`config.mk`:
```
export PLATFORM = sky130hd
export DESIGN_NAME = hazard_fwd_ctrl_flat
export DESIGN_NICKNAME = d
export VERILOG_FILES = /design/src/rtl/hazard_fwd_ctrl_if.sv /design/src/rtl/hazard_fwd_ctrl.sv /design/src/flat_wrapper.sv
export SDC_FILE = /design/constraint.sdc
export NUM_CORES = 1
export LEC_CHECK = 0
export ABC_CLOCK_PERIOD_IN_PS = 1960
export CAP_MARGIN = 0
export CORE_ASPECT_RATIO = 0.9
export CORE_UTILIZATION = 45
export CTS_CLUSTER_DIAMETER = 30
export DETAILED_ROUTE_END_ITERATION = 8
export DONT_BUFFER_PORTS = 1
export HOLD_SLACK_MARGIN = 0.06
export SYNTH_ARGS = -nofsm -noshare
export SYNTH_HDL_FRONTEND = slang
export SYNTH_SLANG_ARGS = --single-unit
```
`constraint.sdc`:
```
create_clock -name clk -period 1.96 [get_ports clk]
set_input_delay 0.294 -clock clk [delete_from_list [all_inputs] [get_ports clk]]
set_output_delay 0.294 -clock clk [all_outputs]
set_load 0.02 [all_outputs]
```
`src/rtl/hazard_fwd_ctrl_if.sv`:
```
// D-stage instruction inputs plus the stall and bypass-select outputs
// exchanged between the pipeline (master) and the hazard controller (slave).
interface hazard_fwd_ctrl_if #(
  parameter int REGW = 5
);
  logic            d_valid;
  logic [REGW-1:0] d_rs;
  logic [REGW-1:0] d_rt;
  logic [1:0]      d_tuse_rs;
  logic [1:0]      d_tuse_rt;
  logic [REGW-1:0] d_dst;
  logic [1:0]      d_tnew;
  logic            d_md;
  logic            md_busy;
  logic            stall;
  logic [1:0]      fwd_d_rs;
  logic [1:0]      fwd_d_rt;
  logic [1:0]      fwd_e_rs;
  logic [1:0]      fwd_e_rt;

  modport master (
    output d_valid, d_rs, d_rt, d_tuse_rs, d_tuse_rt, d_dst, d_tnew, d_md, md_busy,
    input  stall, fwd_d_rs, fwd_d_rt, fwd_e_rs, fwd_e_rt
  );

  modport slave (
    input  d_valid, d_rs, d_rt, d_tuse_rs, d_tuse_rt, d_dst, d_tnew, d_md, md_busy,
    output stall, fwd_d_rs, fwd_d_rt, fwd_e_rs, fwd_e_rt
  );
endinterface

```
`src/rtl/hazard_fwd_ctrl.sv`:
```
// Tracks dst/Tnew of the E, M and W instructions and derives the stall plus
// the D-comparator and E-ALU bypass mux selects (00 regfile, 01 M, 10 W).
module hazard_fwd_ctrl #(
  parameter int REGW = 5
) (
    input logic             clk,
    input logic             rst_n,
    hazard_fwd_ctrl_if.slave bus
);

    logic [REGW-1:0] e_dst_q, e_dst_d;
    logic [1:0]      e_tnew_q, e_tnew_d;
    logic [REGW-1:0] e_rs_q, e_rs_d;
    logic [REGW-1:0] e_rt_q, e_rt_d;
    logic            e_md_q, e_md_d;
    logic [REGW-1:0] m_dst_q;
    logic [1:0]      m_tnew_q;
    // W.tnew is never consulted: a W match always forwards, so only W.dst is kept.
    logic [REGW-1:0] w_dst_q;

    logic            haz_rs, haz_rt, stall_c;

    function automatic logic [1:0] sat_dec(input logic [1:0] t);
        return (t == 2'd0) ? 2'd0 : 2'(t - 2'd1);
    endfunction

    function automatic logic src_hazard(input logic [REGW-1:0] src,
                                        input logic [1:0]      tuse,
                                        input logic [REGW-1:0] edst,
                                        input logic [1:0]      etnew,
                                        input logic [REGW-1:0] mdst,
                                        input logic [1:0]      mtnew);
        if (src == '0 || tuse == 2'd3) return 1'b0;
        return ((edst == src) && (tuse < etnew)) || ((mdst == src) && (tuse < mtnew));
    endfunction

    function automatic logic [1:0] fwd_sel(input logic [REGW-1:0] src,
                                           input logic [REGW-1:0] mdst,
                                           input logic            m_ready,
                                           input logic [REGW-1:0] wdst);
        if (src == '0) return 2'b00;
        if (m_ready && (mdst == src)) return 2'b01;
        if (wdst == src) return 2'b10;
        return 2'b00;
    endfunction

    always_comb begin
        haz_rs  = src_hazard(bus.d_rs, bus.d_tuse_rs, e_dst_q, e_tnew_q, m_dst_q, m_tnew_q);
        haz_rt  = src_hazard(bus.d_rt, bus.d_tuse_rt, e_dst_q, e_tnew_q, m_dst_q, m_tnew_q);
        stall_c = bus.d_valid & (haz_rs | haz_rt | (bus.d_md & (bus.md_busy | e_md_q)));
    end

    always_comb begin
        bus.stall    = stall_c;
        bus.fwd_d_rs = fwd_sel(bus.d_rs, m_dst_q, (m_tnew_q == 2'd0), w_dst_q);
        bus.fwd_d_rt = fwd_sel(bus.d_rt, m_dst_q, (m_tnew_q == 2'd0), w_dst_q);
        bus.fwd_e_rs = fwd_sel(e_rs_q,   m_dst_q, (m_tnew_q == 2'd0), w_dst_q);
        bus.fwd_e_rt = fwd_sel(e_rt_q,   m_dst_q, (m_tnew_q == 2'd0), w_dst_q);
    end

    // A stalled or invalid D slot enters E as an all-zero bubble.
    always_comb begin
        e_dst_d  = '0;
        e_tnew_d = '0;
        e_rs_d   = '0;
        e_rt_d   = '0;
        e_md_d   = 1'b0;
        if (bus.d_valid && !stall_c) begin
            e_dst_d  = bus.d_dst;
            e_tnew_d = bus.d_tnew;
            e_rs_d   = bus.d_rs;
            e_rt_d   = bus.d_rt;
            e_md_d   = bus.d_md;
        end
    end

    always_ff @(posedge clk or negedge rst_n) begin
        if (!rst_n) begin
            e_dst_q  <= '0;
            e_tnew_q <= '0;
            e_rs_q   <= '0;
            e_rt_q   <= '0;
            e_md_q   <= 1'b0;
            m_dst_q  <= '0;
            m_tnew_q <= '0;
            w_dst_q  <= '0;
        end else begin
            e_dst_q  <= e_dst_d;
            e_tnew_q <= e_tnew_d;
            e_rs_q   <= e_rs_d;
            e_rt_q   <= e_rt_d;
            e_md_q   <= e_md_d;
            m_dst_q  <= e_dst_q;
            m_tnew_q <= sat_dec(e_tnew_q);
            w_dst_q  <= m_dst_q;
        end
    end

endmodule

```
`src/flat_wrapper.sv`:
```
// flat-port wrapper written by rule: the top's interface ports become plain ports
module hazard_fwd_ctrl_flat 
#(
  parameter int REGW = 5
)
  (clk, rst_n, bus_d_valid, bus_d_rs, bus_d_rt, bus_d_tuse_rs, bus_d_tuse_rt, bus_d_dst, bus_d_tnew, bus_d_md, bus_md_busy, bus_stall, bus_fwd_d_rs, bus_fwd_d_rt, bus_fwd_e_rs, bus_fwd_e_rt);
  hazard_fwd_ctrl_if #(.REGW(REGW)) bus_i ();
  input logic clk;
  input logic rst_n;
  input wire logic [$bits(bus_i.d_valid)-1:0] bus_d_valid;
  input wire logic [$bits(bus_i.d_rs)-1:0] bus_d_rs;
  input wire logic [$bits(bus_i.d_rt)-1:0] bus_d_rt;
  input wire logic [$bits(bus_i.d_tuse_rs)-1:0] bus_d_tuse_rs;
  input wire logic [$bits(bus_i.d_tuse_rt)-1:0] bus_d_tuse_rt;
  input wire logic [$bits(bus_i.d_dst)-1:0] bus_d_dst;
  input wire logic [$bits(bus_i.d_tnew)-1:0] bus_d_tnew;
  input wire logic [$bits(bus_i.d_md)-1:0] bus_d_md;
  input wire logic [$bits(bus_i.md_busy)-1:0] bus_md_busy;
  output wire logic [$bits(bus_i.stall)-1:0] bus_stall;
  output wire logic [$bits(bus_i.fwd_d_rs)-1:0] bus_fwd_d_rs;
  output wire logic [$bits(bus_i.fwd_d_rt)-1:0] bus_fwd_d_rt;
  output wire logic [$bits(bus_i.fwd_e_rs)-1:0] bus_fwd_e_rs;
  output wire logic [$bits(bus_i.fwd_e_rt)-1:0] bus_fwd_e_rt;
  assign bus_i.d_valid = bus_d_valid;
  assign bus_i.d_rs = bus_d_rs;
  assign bus_i.d_rt = bus_d_rt;
  assign bus_i.d_tuse_rs = bus_d_tuse_rs;
  assign bus_i.d_tuse_rt = bus_d_tuse_rt;
  assign bus_i.d_dst = bus_d_dst;
  assign bus_i.d_tnew = bus_d_tnew;
  assign bus_i.d_md = bus_d_md;
  assign bus_i.md_busy = bus_md_busy;
  assign bus_stall = bus_i.stall;
  assign bus_fwd_d_rs = bus_i.fwd_d_rs;
  assign bus_fwd_d_rt = bus_i.fwd_d_rt;
  assign bus_fwd_e_rs = bus_i.fwd_e_rs;
  assign bus_fwd_e_rt = bus_i.fwd_e_rt;
  hazard_fwd_ctrl #(.REGW(REGW)) u_core (.clk(clk), .rst_n(rst_n), .bus(bus_i));
endmodule
```
==> Word-level counts from Yosys, hierarchy flattened <==
Index checks and enable logic that the tools add are counted.
W data, S select, Z words.
{ "totals": {"register_bits": 30, "inputBits": 26, "out_inout_bits": 9, "elab_cells": 110} }
{ "op_classes": {"reduce_logical": 20, "n_eq_ne": 12, "muxes": 60, "add_sub_neg": 1, "bitwise": 5, "n_lt_le_gt_ge": 4} }
{ "op_table": {"columns": ["operator", "n"], "rows": [
  ["$mux W2", 26],
  ["$eq A5 B5 Y1", 10],
  ["$mux W1", 31],
  ["$logic_not A5 Y1", 4],
  ["$mux W5", 3],
  ["$logic_and A1 B1 Y1", 9],
  ["$lt A2 B2 Y1", 4],
  ["$eq A2 B2 Y1 const B", 2],
  ["$logic_not A2 Y1", 2],
  ["$logic_or A1 B1 Y1", 4],
  ["$or A1 B1 Y1", 3],
  ["$and A1 B1 Y1", 2],
  ["$sub A2 B1 Y2 const B", 1],
  ["$logic_not A1 Y1", 1]
]} }

==> Longest topological paths before layout <==
Gate-level depths: netlist (run 1).
{ "depth": {"word_depth": 10, "mapped_depth": 8, "depth_no_buf": 6} }

==> Worst setup path before layout (run 1) <==
OpenSTA, ideal clock, no wires.
{ "synth_path": {"kind": "register -> output", "startpoint": "register u_core.m_tnew_q[1]", "endpoint": "output port bus_stall", "t_required_ps": 1666, "path_stages_with_launch": 7, "arrival_ps": 1895, "path_buffers": 0, "setup_slack_ps": -229, "path_cell_list": "dfrtp_1 -> inv_1 -> ha_1 -> o21ai_0 -> or4b_4 -> a221oi_4 -> o31a_2"} }
{ "synth_between": {"elab_chain_len": 7, "elab_cells_between_ends": 11, "classes_between": "2 x order compare; 2 x mux; 3 x bitwise; 4 x reduce/logical"} }
{ "synth_rtl": {"columns": ["item", "line_no", "source"], "rows": [
  ["start: declaration", "hazard_fwd_ctrl.sv:17", "logic [1:0] m_tnew_q;"],
  ["start signal: assignment", "hazard_fwd_ctrl.sv:94", "m_tnew_q <= sat_dec(e_tnew_q);"],
  ["$lt A2 B2 Y1", "hazard_fwd_ctrl.sv:34", "return ((edst == src) && (tuse < etnew)) || ((mdst == src) && (tuse < mtnew));"],
  ["$logic_and A1 B1 Y1", "hazard_fwd_ctrl.sv:34", null],
  ["$logic_or A1 B1 Y1", "hazard_fwd_ctrl.sv:34", null],
  ["$mux W1", "hazard_fwd_ctrl.sv:34", null],
  ["$or A1 B1 Y1 * (2 in a row)", "hazard_fwd_ctrl.sv:50", "stall_c = bus.d_valid & (haz_rs | haz_rt | (bus.d_md & (bus.md_busy | e_md_q)));"],
  ["$and A1 B1 Y1 *", "hazard_fwd_ctrl.sv:50", null],
  ["end: declaration", "flat_wrapper.sv:19", "output wire logic [$bits(bus_i.stall)-1:0] bus_stall;"]
]} }
Mark *: on every way between the ends. The rest lies on a longest branch, timed or not.

==> Worst setup path after layout (run 1) <==
{ "layout_path": {"startpoint": "register u_core.m_dst_q[1]", "endpoint": "output port bus_stall"} }
{ "layout_between": {"elab_chain_len": 7, "elab_cells_between_ends": 11, "classes_between": "2 x eq/ne; 2 x mux; 3 x bitwise; 4 x reduce/logical"} }
{ "layout_rtl": {"columns": ["item", "line_no", "source"], "rows": [
  ["start: declaration", "hazard_fwd_ctrl.sv:16", "logic [REGW-1:0] m_dst_q;"],
  ["start signal: assignment", "hazard_fwd_ctrl.sv:93", "m_dst_q <= e_dst_q;"],
  ["$eq A5 B5 Y1", "hazard_fwd_ctrl.sv:34", null],
  ["$logic_and A1 B1 Y1", "hazard_fwd_ctrl.sv:34", null],
  ["$logic_or A1 B1 Y1", "hazard_fwd_ctrl.sv:34", null],
  ["$mux W1", "hazard_fwd_ctrl.sv:34", null],
  ["$or A1 B1 Y1 * (2 in a row)", "hazard_fwd_ctrl.sv:50", null],
  ["$and A1 B1 Y1 *", "hazard_fwd_ctrl.sv:50", null]
]} }
Marks and branches as above.

==> results.yml, run 1 <==
synthesis:
  synthesis.area_um2: 1850
  avgSynthCellArea_um2: 9.80
  async_flop_share_pct: 100
  ys_seq_area_share_pct: 40.5
  ys.flop_type: "dfrtp_1"
  synth_area_leaders: "dfrtp_1 (41%), xor2_1 (14%), xnor2_1 (8.5%), nand3_1 (5.9%), nor3_1 (5.7%)"
  synth.distinct_cells: 32
  synth_top_area_share_pct: 40.5
  synth-seq-cells: 30
  synth_edf_count: 0
  synth_area_leader_cell: "dfrtp_1"
  yosys_warnings: 0
  syn_inst: 189
  synthesis.nets: 219
timing:
  period_needed_ps: 2290
  tightestPinTransition_ps: 380
  period_share_pct: 117
  fmax_mhz: 437
  setup_viol: 27
  hold_viol: 0
  finalMaxSlewViolations: 0
  hold_ws_ps: 137
  skew_ps: 5.22
  setup_slack_ps: -329
  rsz0062_at_grt: "yes"
  slew-limit-headroom_pct: 74.6
power:
  p_leak_nw: 1.07
  power_frac_seq_pct: 45.0
  p_per_area_nw_per_um2: 642
  pwr-share-clk_pct: 33.2
  comb_power_share_pct: 21.8
  ir_worst_vdd_mv: 0.476
  p_int_mw: 1.11
  p_switching_mw: 0.440
  switching_share_pct: 28.4
global_route:
  grt_pass1_wl_mm: 8.14
  grt_max_degree: 31
  overflow: 0
  grt_antenna_before_repair: 0
  first_global_vias: 1603
  track_usage_pct: 24.5
route:
  viasPerCell: 5.75
  first_iter_violations: 116
  detail-route-antenna-nets: 0
  first_pass_iters: 4
  route.detailed.drc: 0
  via_count: 1541
  wire_per_inst_um: 17.9
  drt_wl_total_mm: 4.81
setup_path:
  cp_data_arrival_time_ps: 1990
  critical_path.startpoint: "u_core.m_dst_q[1]$_DFF_PN0_"
  crit_path_top_delay_cell: "or4b_4"
  crit_end: "bus_stall"
  end_kind: "primary output"
  reg2reg_to: "u_core.e_dst_q[2]$_DFF_PN0_"
  crit_type: "register to primary output"
  critPathLaunchType: "register"
  worst-r2r-cell-count: 6
  path_cells: "xnor2_2, nand4_1, or4b_4, a221oi_4, o31a_4"
  r2r-start: "u_core.m_dst_q[1]$_DFF_PN0_"
  max_stage_delay_ps: 520
  reg2reg_slack_ps: -100
  critical_path_peak_fanout: 2
  cp_data_required_time_ps: 1670
placed_design:
  dp_hpwl_mm: 3.65
  dpl.cell_count: 251
  port_buffers: 0
  gp_congestion: 0.898
floorplan:
  ioPinCount: 35
  initial_core_util_pct: 48.3
  dieWidth_um: 69.6
  die_y_um: 62.9
  core_area_um2: 3840
  die-area_um2: 4380
  num_rows: 21
finish:
  diodes: 0
  layout.cells.non_filler: 268
  syn_to_final_growth_pct: 30.2
  final_nets: 251
  layout.cells.most_common: "xor2_1"
  drive_above_1_share_pct: 33.8
  final_cell_mix: "xor2_1 (30), buf_4 (28), dfrtp_1 (27)"
run_status:
  status: "finished, violations left"
  violations: "setup timing"
clock_network:
  cts_tree: "built"
  cts.clk_slew.worst_paths_ps: 70
  clockBufferDepth: 2
  cts_root_buf: "clkbuf_8"
  cts_buffers: 5
  clock_latency_ps: 280
  htree_levels: 2
  cts_sinks: 30
min_path:
  min_path_type: "input port to register"
flow_run:
  drv_cap: 0
==> cells by family after synthesis <==
| family | after synthesis | synth area share, % |
|---|---|---|
| adder cells (fa/ha/maj) | 4 | 2.70 |
| AND/OR/NAND/NOR | 77 | 23.0 |
| buffers and inverters | 16 | 5.13 |
| flip-flops | 30 | 40.5 |
| XOR/XNOR | 48 | 22.7 |
| AO/OA/AOI/OAI | 14 | 5.95 |
==> final cells by class <==
type / instances / area (um2)
tap: 46 / 57.6
clock inverter: 2 / 12.5
inverter: 6 / 22.5
clock buffer: 6 / 82.6
multi-input combinational: 143 / 1180
sequential: 30 / 754
fill: 320 / 1430
timing repair buffer: 35 / 297
==> power by group through the flow <==
stage | Clock (mW) | Combinational (mW) | Sequential (mW)
3_3_place_gp | 0 | 0.263 | 0.705
6_report | 0.514 | 0.337 | 0.697
2_1_floorplan | 0 | 0.215 | 0.700
3_5_place_dp | 0 | 0.275 | 0.708
5_1_grt | 0.564 | 0.370 | 0.700
4_1_cts | 0.518 | 0.316 | 0.696
==> cell usage after synthesis (all sizes together), types with 5 or more instances <==
cell,instances
xnor2,18
nor2,8
dfrtp,30
buf,7
xor2,30
or4,6
nor3,22
nand3,22
o21ai,5
inv,6
nor4,7
==> layer usage <==
| layer | part of all wire [%] | GRT usage (%) | vias up |
|---|---|---|---|
| met5 | 0 | 0 | - |
| met4 | 0.81 | 6.75 | 0 |
| met1 | 44 | 32.2 | 751 |
| met2 | 48 | 38.7 | 56 |
| li1 | - | - | 729 |
| met3 | 7.6 | 8.06 | 5 |
==> sequential cells by signal (all words and copies together) (netlist names) <==
signal / flops
u_core.e_tnew_q: 2
u_core.m_dst_q: 5
u_core.e_rs_q: 5
u_core.e_rt_q: 5
u_core.e_dst_q: 5
u_core.w_dst_q: 5
u_core.e_md_q: 1
u_core.m_tnew_q: 2
==> critical path: cells and delay by family, from the launching register on <==
kind,cells,cell delay (ps)
and+or+nand+nor,2,650
xor gates and xnor gates,1,150
AOI/OAI and AO/OA,2,490
DFF,1,420
==> how the worst min path moves through the flow <==
stage,cells after the start,startpoint,to
2_1_floorplan,0,rst_n,u_core.e_dst_q[0]$_DFF_PN0_
3_3_place_gp,0,rst_n,u_core.e_md_q$_DFF_PN0_
3_5_place_dp,0,rst_n,u_core.e_dst_q[0]$_DFF_PN0_
4_1_cts,2,bus_d_dst[0],u_core.e_dst_q[0]$_DFF_PN0_
5_1_grt,2,bus_d_rt[4],u_core.e_rt_q[4]$_DFF_PN0_
6_report,2,bus_d_dst[0],u_core.e_dst_q[0]$_DFF_PN0_
==> stage by stage <==
stage	setup TNS, ps	setup WS, ps	cell area [um2]	utilization (%)	power (mW)
after global placement	-524	-69.0	2100	54.8	0.969
after global routing	-4310	-388	2410	62.9	1.63
final	-2190	-329	2410	62.9	1.55
after detailed placement	-1800	-126	2100	54.8	0.983
after floorplan	-820	-222	1920	-	0.915
after CTS	-2130	-353	2330	60.6	1.53
==> timing repair <==
item / CTS / global route
hold endpoints to repair: 30 / 0
buffers inserted: 4 / 5
hold buffers: 2 / 0
gates resized for setup: 16 / 10
cloned: 0 / 0
pin swaps: 9 / 9
endpoints found under the setup margin: 27 / 27
No activity file was read; power rests on OpenSTA's default activity.
==> inputs of run 2 (changes only) <==
- CORE_UTILIZATION: 45 -> 56
- PLACE_DENSITY: not set -> 0.74
==> results.yml, run 2 (synthesis results as in run 1) <==
min_path:
  worstHoldPathCells: 2
  min_path_type: "input port to register"
  hold-path-endpoint: "u_core.e_dst_q[2]$_DFF_PN0_"
  hp-start: "bus_d_dst[2]"
run_status:
  status: "finished, violations left"
  violations: "setup timing"
timing:
  fmax_mhz: 417
  tightestPinTransition_ps: 421
  setup_slack_ps: -435
  finalMaxSlewViolations: 0
  period_share_pct: 122
  setup_viol: 27
  slew-limit-headroom_pct: 71.7
  skew_ps: 4.07
  timing.setup.tns_ps: -3850
  rsz0062_at_grt: "yes"
  hold_viol: 0
  period_needed_ps: 2400
clock_network:
  clock_latency_ps: 340
  cts_root_buf: "clkbuf_4"
  cts_tree: "built"
  clockBufferDepth: 2
  cts_sinks: 30
  cts.clk_slew.worst_paths_ps: 100
  cts_buffers: 5
  htree_levels: 2
global_route:
  overflow: 0
  first_global_vias: 1624
  grt_max_degree: 31
  track_usage_pct: 31.1
  grt_pass1_wl_mm: 8.15
  grt_antenna_before_repair: 0
placed_design:
  gp_congestion: 0.904
  dp_hpwl_mm: 3.53
  dpl_cell_area_um2: 2120
  port_buffers: 0
  dpl.cell_count: 250
finish:
  final_cell_mix: "dfrtp_1 (28), xor2_1 (27), buf_4 (26)"
  fin_util_pct: 78.3
  finalInstanceArea_um2: 2420
  diodes: 0
  layout.cells.most_common: "dfrtp_1"
  syn_to_final_growth_pct: 30.7
  final_nets: 254
  drive_above_1_share_pct: 34.2
  layout.cells.non_filler: 267
power:
  p_per_area_nw_per_um2: 601
  p_leak_nw: 1.07
  ir_worst_vdd_mv: 0.474
setup_path:
  r2r-start: "u_core.m_dst_q[1]$_DFF_PN0_"
  cp_data_required_time_ps: 1670
  crit_type: "register to primary output"
  worst-r2r-cell-count: 6
  end_kind: "primary output"
  reg2reg_to: "u_core.e_rs_q[4]$_DFF_PN0_"
  critical_path_peak_fanout: 2
  critPathLaunchType: "register"
  reg2reg_slack_ps: -130
  cp_data_arrival_time_ps: 2100
floorplan:
  dieWidth_um: 62.6
  die-area_um2: 3540
  initial_core_util_pct: 59.9
  core_area_um2: 3090
  ioPinCount: 35
  num_rows: 19
  die_y_um: 56.6
route:
  detail-route-antenna-nets: 0
  first_pass_iters: 4
  drt_wl_total_mm: 5.27
  via_count: 1623
  route.detailed.drc: 0
  wire_per_inst_um: 19.7
  viasPerCell: 6.08
  first_iter_violations: 94
flow_run:
  drv_cap: 0
[run 2: cell types whose count changed in the layout (fill, tap and decap cells not counted), moves of 2 or more]
cell / previous run / this run
buf_6: 5 / 9
buf_4: 28 / 26
xor2_2: 0 / 3
clkbuf_8: 6 / 1
clkbuf_4: 0 / 5
xor2_1: 30 / 27
[run 2: cell type report]
class,count,area [um2]
Multi-Input combinational cell,143,1200
Sequential cell,30,753
Fill cell,179,669
Timing Repair Buffer,38,337
Clock buffer,7,55.1
Tap cell,42,52.6
Inverter,6,22.5
Clock inverter,1,5.00
[run 2: stage by stage]
stage / worst slack, ps / power (mW) / hold slack [ps]
5_1_grt: -503 / 1.53 / 49.6
4_1_cts: -392 / 1.42 / 70.7
3_5_place_dp: -117 / 0.988 / -1.18
3_3_place_gp: -59.3 / 0.972 / -0.810
2_1_floorplan: -222 / 0.915 / -1.59
6_report: -435 / 1.46 / 66.5
[run 2: how the worst max path moves through the flow]
stage / startpoint / to / slack [ps] / depth (start not counted)
2_1_floorplan: u_core.m_tnew_q[1]$_DFF_PN0_ / bus_stall / -220 / 6
5_1_grt: u_core.m_dst_q[2]$_DFF_PN0_ / bus_stall / -500 / 5
3_3_place_gp: u_core.e_tnew_q[1]$_DFF_PN0_ / bus_stall / -60 / 6
3_5_place_dp: u_core.e_dst_q[3]$_DFF_PN0_ / bus_stall / -120 / 5
6_report: u_core.m_dst_q[1]$_DFF_PN0_ / bus_stall / -440 / 5
4_1_cts: u_core.m_tnew_q[1]$_DFF_PN0_ / bus_stall / -390 / 6
[run 2: per-layer routing]
metal  GRT usage, %  part of all wire, %  routed length (um)  vias up
li1               -                    -                   -      732
met1           41.3                   42                2220      809
met2           50.2                   48                2510       71
met3           6.71                  8.5                 447       11
met4           11.6                  1.8                  93        0
met5              0                    0                   0        -
[run 2: critical path: stages, from the launching register on]
cell	delay [ps]
dfrtp_1	430
xnor2_1	180
nand4_1	130
or4b_4	510
a221oi_4	310
o31a_4	210
[run 2: what timing repair did]
| action | 4_1_cts | 5_1_grt |
|---|---|---|
| pin swaps | 9 | 13 |
| endpoints found under the setup margin | 27 | 27 |
| hold buffers | 2 | 1 |
| resized for setup | 20 | 11 |
| hold endpoints to repair | 30 | 1 |
| buffers inserted | 8 | 2 |
[run 2: report_power, final]
group | switching [mW] | total [mW] | internal [mW]
Sequential | 0.0411 | 0.695 | 0.654
Combinational | 0.178 | 0.356 | 0.178
Clock | 0.232 | 0.405 | 0.174
Total | 0.451 | 1.46 | 1.01
